`config.mk`:
```
export PLATFORM = sky130hd
export DESIGN_NAME = lsu_ctrl_flat
export DESIGN_NICKNAME = d
export VERILOG_FILES = /design/src/rtl/lsu_pkg.sv /design/src/rtl/lsu_ctrl_if.sv /design/src/rtl/lsu_ctrl_load_align.sv /design/src/rtl/lsu_ctrl.sv /design/src/flat_wrapper.sv
export SDC_FILE = /design/constraint.sdc
export NUM_CORES = 1
export LEC_CHECK = 0
export ABC_CLOCK_PERIOD_IN_PS = 3650
export BUFFER_PORTS_ARGS = -buffer_cell sky130_fd_sc_hd__clkbuf_2
export CAP_MARGIN = 0
export CORE_MARGIN = 2
export CORE_UTILIZATION = 43
export DETAILED_ROUTE_END_ITERATION = 10
export GPL_TIMING_DRIVEN = 0
export PLACE_DENSITY_LB_ADDON = 0.05
export SLEW_MARGIN = 20
export SYNTH_ARGS = -nofsm -noshare
export SYNTH_HDL_FRONTEND = slang
export SYNTH_SLANG_ARGS = --single-unit
```
`constraint.sdc`:
```
create_clock -name clk -period 3.65 [get_ports clk]
set_clock_uncertainty 0.1 [all_clocks]
set_input_delay 0.5475 -clock clk [delete_from_list [all_inputs] [get_ports clk]]
set_output_delay 0.5475 -clock clk [all_outputs]
set_load 0.005 [all_outputs]
```
`src/rtl/lsu_pkg.sv`:
```
// Shared types, func3 encodings and store/alignment helpers for the load/store unit.
package lsu_pkg;

    localparam logic [2:0] F3_B  = 3'b000;
    localparam logic [2:0] F3_H  = 3'b001;
    localparam logic [2:0] F3_W  = 3'b010;
    localparam logic [2:0] F3_BU = 3'b100;
    localparam logic [2:0] F3_HU = 3'b101;

    typedef enum logic [1:0] {
        ST_IDLE,
        ST_REQ,
        ST_WAIT_R,
        ST_RESP
    } lsu_state_e;

    typedef enum logic [1:0] {
        ERR_OK    = 2'b00,
        ERR_MISAL = 2'b01,
        ERR_ILL   = 2'b10,
        ERR_TMO   = 2'b11
    } lsu_err_e;

    function automatic logic func3_legal(input logic is_store, input logic [2:0] f3);
        if (is_store) begin
            return (f3 == F3_B) || (f3 == F3_H) || (f3 == F3_W);
        end
        return (f3 == F3_B) || (f3 == F3_H) || (f3 == F3_W) || (f3 == F3_BU) || (f3 == F3_HU);
    endfunction

    function automatic logic addr_misaligned(input logic [2:0] f3, input logic [1:0] off);
        case (f3)
            F3_H, F3_HU: return off[0];
            F3_W:        return off != 2'b00;
            default:     return 1'b0;
        endcase
    endfunction

    function automatic logic [3:0] store_be(input logic is_store, input logic [2:0] f3,
                                            input logic [1:0] off);
        if (!is_store) begin
            return 4'b1111;
        end
        case (f3)
            F3_B:    return 4'b0001 << off;
            F3_H:    return 4'b0011 << off;
            default: return 4'b1111;
        endcase
    endfunction

    // Replicating the narrow data puts it on every lane, so byte enables alone pick the target.
    function automatic logic [31:0] store_wdata(input logic [2:0] f3, input logic [31:0] wd);
        case (f3)
            F3_B:    return {4{wd[7:0]}};
            F3_H:    return {2{wd[15:0]}};
            default: return wd;
        endcase
    endfunction

endpackage

```
`src/rtl/lsu_ctrl_if.sv`:
```
// Core-side request/response bundle and word-wide data-memory bundle for lsu_ctrl.
interface lsu_core_if;
    logic        req_valid;
    logic        req_ready;
    logic        is_store;
    logic [2:0]  func3;
    logic [31:0] address;
    logic [31:0] wdata;
    logic        resp_valid;
    logic [31:0] resp_data;
    logic [1:0]  resp_err;

    modport master (output req_valid, is_store, func3, address, wdata,
                    input  req_ready, resp_valid, resp_data, resp_err);
    modport slave  (input  req_valid, is_store, func3, address, wdata,
                    output req_ready, resp_valid, resp_data, resp_err);
endinterface

interface lsu_mem_if;
    logic        mem_req;
    logic        mem_we;
    logic [3:0]  mem_be;
    logic [31:0] mem_addr;
    logic [31:0] mem_wdata;
    logic        mem_gnt;
    logic        mem_rvalid;
    logic [31:0] mem_rdata;

    modport master (output mem_req, mem_we, mem_be, mem_addr, mem_wdata,
                    input  mem_gnt, mem_rvalid, mem_rdata);
    modport slave  (input  mem_req, mem_we, mem_be, mem_addr, mem_wdata,
                    output mem_gnt, mem_rvalid, mem_rdata);
endinterface

```
`src/rtl/lsu_ctrl_load_align.sv`:
```
// Picks the addressed byte/half out of a read word and sign- or zero-extends it.
// Purely combinational; unknown func3 yields zero.
module load_align
    import lsu_pkg::*;
(
    input  logic [2:0]  func3,
    input  logic [1:0]  byte_off,
    input  logic [31:0] raw,
    output logic [31:0] result
);

    logic [7:0]  lane_b;
    logic [15:0] lane_h;

    always_comb begin
        case (byte_off)
            2'd0:    lane_b = raw[7:0];
            2'd1:    lane_b = raw[15:8];
            2'd2:    lane_b = raw[23:16];
            default: lane_b = raw[31:24];
        endcase
        lane_h = byte_off[1] ? raw[31:16] : raw[15:0];

        case (func3)
            F3_B:    result = {{24{lane_b[7]}}, lane_b};
            F3_H:    result = {{16{lane_h[15]}}, lane_h};
            F3_W:    result = raw;
            F3_BU:   result = {24'd0, lane_b};
            F3_HU:   result = {16'd0, lane_h};
            default: result = 32'd0;
        endcase
    end

endmodule

```
`src/rtl/lsu_ctrl.sv`:
```
// Load/store sequencer: one access at a time, alignment/func3 checks, bounded wait on gnt/rvalid.
// Response 1 cycle after accept on error, 2 for a granted store, 3+ for loads; no response backpressure.
module lsu_ctrl
    import lsu_pkg::*;
#(
    parameter int unsigned TIMEOUT_CYCLES = 255,
    parameter int unsigned CNT_W          = 16
) (
    input  logic        clk,
    input  logic        rst,
    lsu_core_if.slave   core,
    lsu_mem_if.master   mem
);

    lsu_state_e        state_q, state_d;
    logic [CNT_W-1:0]  cnt_q, cnt_d;
    logic              st_q, st_d;
    logic [2:0]        f3_q, f3_d;
    logic [1:0]        off_q, off_d;
    logic              resp_valid_q, resp_valid_d;
    logic [31:0]       resp_data_q, resp_data_d;
    lsu_err_e          resp_err_q, resp_err_d;
    logic              mem_req_q, mem_req_d;
    logic              mem_we_q, mem_we_d;
    logic [3:0]        mem_be_q, mem_be_d;
    logic [31:0]       mem_addr_q, mem_addr_d;
    logic [31:0]       mem_wdata_q, mem_wdata_d;

    logic [31:0]       load_res;
    logic [CNT_W-1:0]  cnt_inc;
    logic              tmo_hit;

    load_align u_align (
        .func3    (f3_q),
        .byte_off (off_q),
        .raw      (mem.mem_rdata),
        .result   (load_res)
    );

    assign cnt_inc = cnt_q + 1'b1;
    // Fires on the last permitted REQ/WAIT_R cycle; the awaited event in that cycle still wins.
    assign tmo_hit = (cnt_inc == CNT_W'(TIMEOUT_CYCLES));

    always_comb begin
        state_d      = state_q;
        cnt_d        = cnt_q;
        st_d         = st_q;
        f3_d         = f3_q;
        off_d        = off_q;
        resp_valid_d = 1'b0;
        resp_data_d  = resp_data_q;
        resp_err_d   = resp_err_q;
        mem_req_d    = mem_req_q;
        mem_we_d     = mem_we_q;
        mem_be_d     = mem_be_q;
        mem_addr_d   = mem_addr_q;
        mem_wdata_d  = mem_wdata_q;

        case (state_q)
            ST_IDLE: begin
                if (core.req_valid) begin
                    st_d  = core.is_store;
                    f3_d  = core.func3;
                    off_d = core.address[1:0];
                    cnt_d = '0;
                    if (!func3_legal(core.is_store, core.func3)) begin
                        state_d      = ST_RESP;
                        resp_valid_d = 1'b1;
                        resp_err_d   = ERR_ILL;
                        resp_data_d  = 32'd0;
                    end else if (addr_misaligned(core.func3, core.address[1:0])) begin
                        state_d      = ST_RESP;
                        resp_valid_d = 1'b1;
                        resp_err_d   = ERR_MISAL;
                        resp_data_d  = 32'd0;
                    end else begin
                        state_d     = ST_REQ;
                        mem_req_d   = 1'b1;
                        mem_we_d    = core.is_store;
                        mem_be_d    = store_be(core.is_store, core.func3, core.address[1:0]);
                        mem_addr_d  = {core.address[31:2], 2'b00};
                        mem_wdata_d = store_wdata(core.func3, core.wdata);
                    end
                end
            end
            ST_REQ: begin
                cnt_d = cnt_inc;
                if (mem.mem_gnt) begin
                    mem_req_d = 1'b0;
                    if (st_q) begin
                        state_d      = ST_RESP;
                        resp_valid_d = 1'b1;
                        resp_err_d   = ERR_OK;
                        resp_data_d  = 32'd0;
                    end else begin
                        state_d = ST_WAIT_R;
                    end
                end else if (tmo_hit) begin
                    state_d      = ST_RESP;
                    mem_req_d    = 1'b0;
                    resp_valid_d = 1'b1;
                    resp_err_d   = ERR_TMO;
                    resp_data_d  = 32'd0;
                end
            end
            ST_WAIT_R: begin
                cnt_d = cnt_inc;
                if (mem.mem_rvalid) begin
                    state_d      = ST_RESP;
                    resp_valid_d = 1'b1;
                    resp_err_d   = ERR_OK;
                    resp_data_d  = load_res;
                end else if (tmo_hit) begin
                    state_d      = ST_RESP;
                    resp_valid_d = 1'b1;
                    resp_err_d   = ERR_TMO;
                    resp_data_d  = 32'd0;
                end
            end
            default: begin
                state_d = ST_IDLE;
            end
        endcase
    end

    always_ff @(posedge clk) begin
        if (rst) begin
            state_q      <= ST_IDLE;
            cnt_q        <= '0;
            st_q         <= 1'b0;
            f3_q         <= 3'd0;
            off_q        <= 2'd0;
            resp_valid_q <= 1'b0;
            resp_data_q  <= 32'd0;
            resp_err_q   <= ERR_OK;
            mem_req_q    <= 1'b0;
            mem_we_q     <= 1'b0;
            mem_be_q     <= 4'd0;
            mem_addr_q   <= 32'd0;
            mem_wdata_q  <= 32'd0;
        end else begin
            state_q      <= state_d;
            cnt_q        <= cnt_d;
            st_q         <= st_d;
            f3_q         <= f3_d;
            off_q        <= off_d;
            resp_valid_q <= resp_valid_d;
            resp_data_q  <= resp_data_d;
            resp_err_q   <= resp_err_d;
            mem_req_q    <= mem_req_d;
            mem_we_q     <= mem_we_d;
            mem_be_q     <= mem_be_d;
            mem_addr_q   <= mem_addr_d;
            mem_wdata_q  <= mem_wdata_d;
        end
    end

    assign core.req_ready  = (state_q == ST_IDLE);
    assign core.resp_valid = resp_valid_q;
    assign core.resp_data  = resp_data_q;
    assign core.resp_err   = resp_err_q;
    assign mem.mem_req     = mem_req_q;
    assign mem.mem_we      = mem_we_q;
    assign mem.mem_be      = mem_be_q;
    assign mem.mem_addr    = mem_addr_q;
    assign mem.mem_wdata   = mem_wdata_q;

endmodule
```
`src/flat_wrapper.sv`:
```
// flat-port wrapper written by rule: the top's interface ports become plain ports
module lsu_ctrl_flat import lsu_pkg::*;
#(
    parameter int unsigned TIMEOUT_CYCLES = 255,
    parameter int unsigned CNT_W          = 16
)
  (clk, rst, core_req_valid, core_is_store, core_func3, core_address, core_wdata, core_req_ready, core_resp_valid, core_resp_data, core_resp_err, mem_mem_req, mem_mem_we, mem_mem_be, mem_mem_addr, mem_mem_wdata, mem_mem_gnt, mem_mem_rvalid, mem_mem_rdata);
  lsu_core_if core_i ();
  lsu_mem_if mem_i ();
  input  logic clk;
  input  logic rst;
  input wire logic [$bits(core_i.req_valid)-1:0] core_req_valid;
  input wire logic [$bits(core_i.is_store)-1:0] core_is_store;
  input wire logic [$bits(core_i.func3)-1:0] core_func3;
  input wire logic [$bits(core_i.address)-1:0] core_address;
  input wire logic [$bits(core_i.wdata)-1:0] core_wdata;
  output wire logic [$bits(core_i.req_ready)-1:0] core_req_ready;
  output wire logic [$bits(core_i.resp_valid)-1:0] core_resp_valid;
  output wire logic [$bits(core_i.resp_data)-1:0] core_resp_data;
  output wire logic [$bits(core_i.resp_err)-1:0] core_resp_err;
  output wire logic [$bits(mem_i.mem_req)-1:0] mem_mem_req;
  output wire logic [$bits(mem_i.mem_we)-1:0] mem_mem_we;
  output wire logic [$bits(mem_i.mem_be)-1:0] mem_mem_be;
  output wire logic [$bits(mem_i.mem_addr)-1:0] mem_mem_addr;
  output wire logic [$bits(mem_i.mem_wdata)-1:0] mem_mem_wdata;
  input wire logic [$bits(mem_i.mem_gnt)-1:0] mem_mem_gnt;
  input wire logic [$bits(mem_i.mem_rvalid)-1:0] mem_mem_rvalid;
  input wire logic [$bits(mem_i.mem_rdata)-1:0] mem_mem_rdata;
  assign core_i.req_valid = core_req_valid;
  assign core_i.is_store = core_is_store;
  assign core_i.func3 = core_func3;
  assign core_i.address = core_address;
  assign core_i.wdata = core_wdata;
  assign core_req_ready = core_i.req_ready;
  assign core_resp_valid = core_i.resp_valid;
  assign core_resp_data = core_i.resp_data;
  assign core_resp_err = core_i.resp_err;
  assign mem_mem_req = mem_i.mem_req;
  assign mem_mem_we = mem_i.mem_we;
  assign mem_mem_be = mem_i.mem_be;
  assign mem_mem_addr = mem_i.mem_addr;
  assign mem_mem_wdata = mem_i.mem_wdata;
  assign mem_i.mem_gnt = mem_mem_gnt;
  assign mem_i.mem_rvalid = mem_mem_rvalid;
  assign mem_i.mem_rdata = mem_mem_rdata;
  lsu_ctrl #(.TIMEOUT_CYCLES(TIMEOUT_CYCLES), .CNT_W(CNT_W)) u_core (.clk(clk), .rst(rst), .core(core_i), .mem(mem_i));
endmodule
```
==> flow_summary.ini <==
[outcome]
status = finished clean

[power_and_ir_drop]
power_density_mw_per_mm2 = 577
swShare_pct = 34.3
combPwrFrac_pct = 28.9
sequentialPowerShare_pct = 32.8
peakVddDrop_mv = 0.369
p_int_uw = 3200
p_leak_uw = 0.00339
p_clk_share_pct = 38.3
p_sw_uw = 1670

[critical_path]
critPathLaunchType = flip-flop
crit_slowest_cell = o211ai_1
ff2ff_setup_slack_ns = 0.73
cpMostUsedCell = clkbuf_1
cp_top_family = compound AO/OA/AOI/OAI gates
slowest_delay_ns = 0.57
critical_path_buf_inv_count = 2
arrival_ns = 3.11
critical_path_required_ns = 3.84
crit_chain = clkbuf_1 > mux4_2 > o211ai_1 > clkbuf_1 > a21oi_1 > a31oi_1 > o41ai_2
endpoint_kind = flip-flop
critical_path_class = flip-flop to flip-flop
cp_max_fo = 10

[sta]
rsz0062_at_grt = no
drv_slew = 0
hold_viol_final = 0
post-route-period-util_pct = 80.1
timing.fmax_mhz = 342
tightest_slew_ns = 0.929
setup_viol = 0
period_minus_slack_ns = 2.92
slew_headroom_pct = 37.4
fin_tns_setup_ns = 0

[die]
coreArea_mm2 = 0.0150
fp.dieH_um = 127
start_util_pct = 43.5
dieWidth_um = 127
rows = 45
io_pins = 211
die_area_mm2 = 0.0162

[route]
firstDrtPassIters = 5
drtIter0Drc = 457
viasPerCell = 5.60
num_vias = 6947
drc = 0
detail_route.wl_per_cell_um = 17.2
wirelength_um = 21300
antenna_left = 0

[clocking]
clkTransAtPathRegs_ns = 0.06
clockRootBuffer = clkbuf_16
insertion_delay_ns = 0.42
cts_setup_buffers = 0
cts_tree = built
h-tree-depth = 4
cts_resized = 0
numCtsBuffers = 17
cts_sinks = 127
hold_buffers = 0
cts_buffer_depth = 2

[final_layout]
areaGrowthSynthToFinish_pct = 29.1
final_nets = 1152
drive_gt1_share_pct = 26.8
n_antenna_cell = 0
seqCellArea_mm2 = 0.00254
fillCellCount = 1496
finalInstanceArea_mm2 = 0.00845
multi_input_comb_area_mm2 = 0.00354

[global_routing]
grt_pass1_wl_um = 34300
antenna_found_initial = 0
grt_pass1_vias = 6609
grt_remaining_overflow = 0
grt_start_max_net_pins = 17
grt_usage_pct = 26.5

[logic_synthesis]
synth_compound_area_share_pct = 28.3
synth_top_family_by_area = compound AO/OA/AOI/OAI gates
synth-seq-cells = 127
synth_common_cells = nand2_1, dfxtp_1, a21oi_1, nor2_1, clkbuf_1
synth_simple_gate_area_share_pct = 18.5
ys_types = 63
synthMuxAreaShare_pct = 5.53
yosysMostFrequentCell = nand2_1
syn_area_per_cell_um2 = 8.02
ys.flop_type = dfxtp_1
yosysTopAreaCellShare_pct = 38.9
synthXorXnorAreaFrac_pct = 0.402
synth_fa_ha_area_share_pct = 1.34
yosys_warnings = 0
synth_top_cell_by_area = dfxtp_1
synth_async_sr_flop_share_pct = 0
netlist_instances = 816
synth-edff-count = 0
synth.area.top_cells = dfxtp_1, nand2_1, a21oi_1
yosysSeqAreaShare_pct = 38.9
netlist_area_mm2 = 0.00654

[place]
dpl_cell_area_mm2 = 0.00780
port_buffers = 204
dp.final_hpwl_um = 15900
place_congestion = 0.889

[job]
cap_viol_max_count = 0

[hold_path]
min_path_type = primary input to flip-flop
## power by group through the flow
stage               logic [uW]  registers (uW)  clock network, uW
global placement          1400            1630                  0
detailed placement        1400            1630                  0
CTS                       1400            1600               1890
finish                    1410            1600               1870
floorplan                  904            1620                  0
global route              1570            1620               1950
## metrics by stage
| step | utilization [%] | std cells | power, uW | hold WS, ns | worst slack [ns] |
|---|---|---|---|---|---|
| floorplan | - | 817 | 2530 | 0.353 | 1.22 |
| global placement | 51.9 | 1209 | 3020 | 0.342 | 0.592 |
| detailed placement | 51.9 | 1209 | 3030 | 0.346 | 0.591 |
| CTS | 56.2 | 1241 | 4890 | 0.231 | 0.724 |
| global route | 56.2 | 1241 | 5140 | 0.241 | 0.476 |
| finish | 56.2 | 1241 | 4880 | 0.243 | 0.726 |
## worst paths after layout
kind / endpoint / from / depth (start not counted)
setup / recovery: u_core.core.resp_data[28] / u_core.off_q[0] / 7
hold / removal: u_core.mem.mem_addr[26] / core_address[26] / 3
setup reg to reg: u_core.core.resp_data[28] / u_core.off_q[0] / 7
hold reg to reg: u_core.mem.mem_wdata[7] / u_core.mem.mem_wdata[7] / 2
## kinds of logic (layout without fill, tap and decap cells)
kind of cell	after synthesis	after routing
and+or+nand+nor	276	276
muxes	26	26
DFF	127	127
buffers and inverters	113	349
AOI/OAI and AO/OA	263	263
other	1	2
xor gates and xnor gates	3	3
adders and majority gates	7	7
## worst register-to-register path, cell delays in order, from the launching register on
cell      delay (ns)
dfxtp_1         0.30
clkbuf_1        0.56
mux4_2          0.45
o211ai_1        0.57
clkbuf_1        0.37
a21oi_1         0.13
a31oi_1         0.21
o41ai_2         0.10
## cell type report
class	count	share of cell area, %
Buffer	70	3.54
Clock buffer	20	5.52
Clock inverter	12	2.13
Inverter	43	1.91
Multi-Input combinational cell	577	41.9
Sequential cell	127	30.1
Tap cell	188	2.78
Timing Repair Buffer	204	12.1
## state kept, by name (all words and copies together), names as in the netlist, 2 cells and up
name,cells
u_core.f3_q,3
u_core.off_q,2
u_core.core.resp_err,2
u_core.mem.mem_be,4
u_core.mem.mem_addr,30
u_core.cnt_q,16
u_core.mem.mem_wdata,32
u_core.core.resp_data,32
u_core.state_q,2
## placed cells by master (no fill, tap or decap), types with 3 or more instances in the layout
master	instances
o41ai_2	18
buf_2	5
clkbuf_16	17
o21ai_0	24
buf_6	3
mux2i_1	17
bufinv_16	4
clkbuf_1	51
ha_1	7
nand3_1	14
a311oi_1	9
buf_1	9
nand2_1	157
or3_1	3
a222oi_1	8
a31oi_1	34
and2_1	3
mux4_2	8
a22oi_1	9
dfxtp_1	127
a211oi_1	10
inv_6	3
nor3_1	12
clkbuf_2	204
o41ai_1	15
a21o_1	3
or4_1	3
clkbuf_8	3
o211ai_1	10
a21oi_1	103
nand2b_1	4
nor2_1	59
inv_1	41
## routing by layer
| layer | vias up | track usage [%] | part of all wire [%] |
|---|---|---|---|
| li1 | 3397 | - | - |
| met1 | 3215 | 34.3 | 43 |
| met2 | 307 | 42.7 | 46 |
| met3 | 28 | 7.33 | 9.0 |
| met4 | 0 | 8.86 | 1.6 |
| met5 | - | 0 | 0 |
Note: power is estimated with default switching activity, not from simulation.
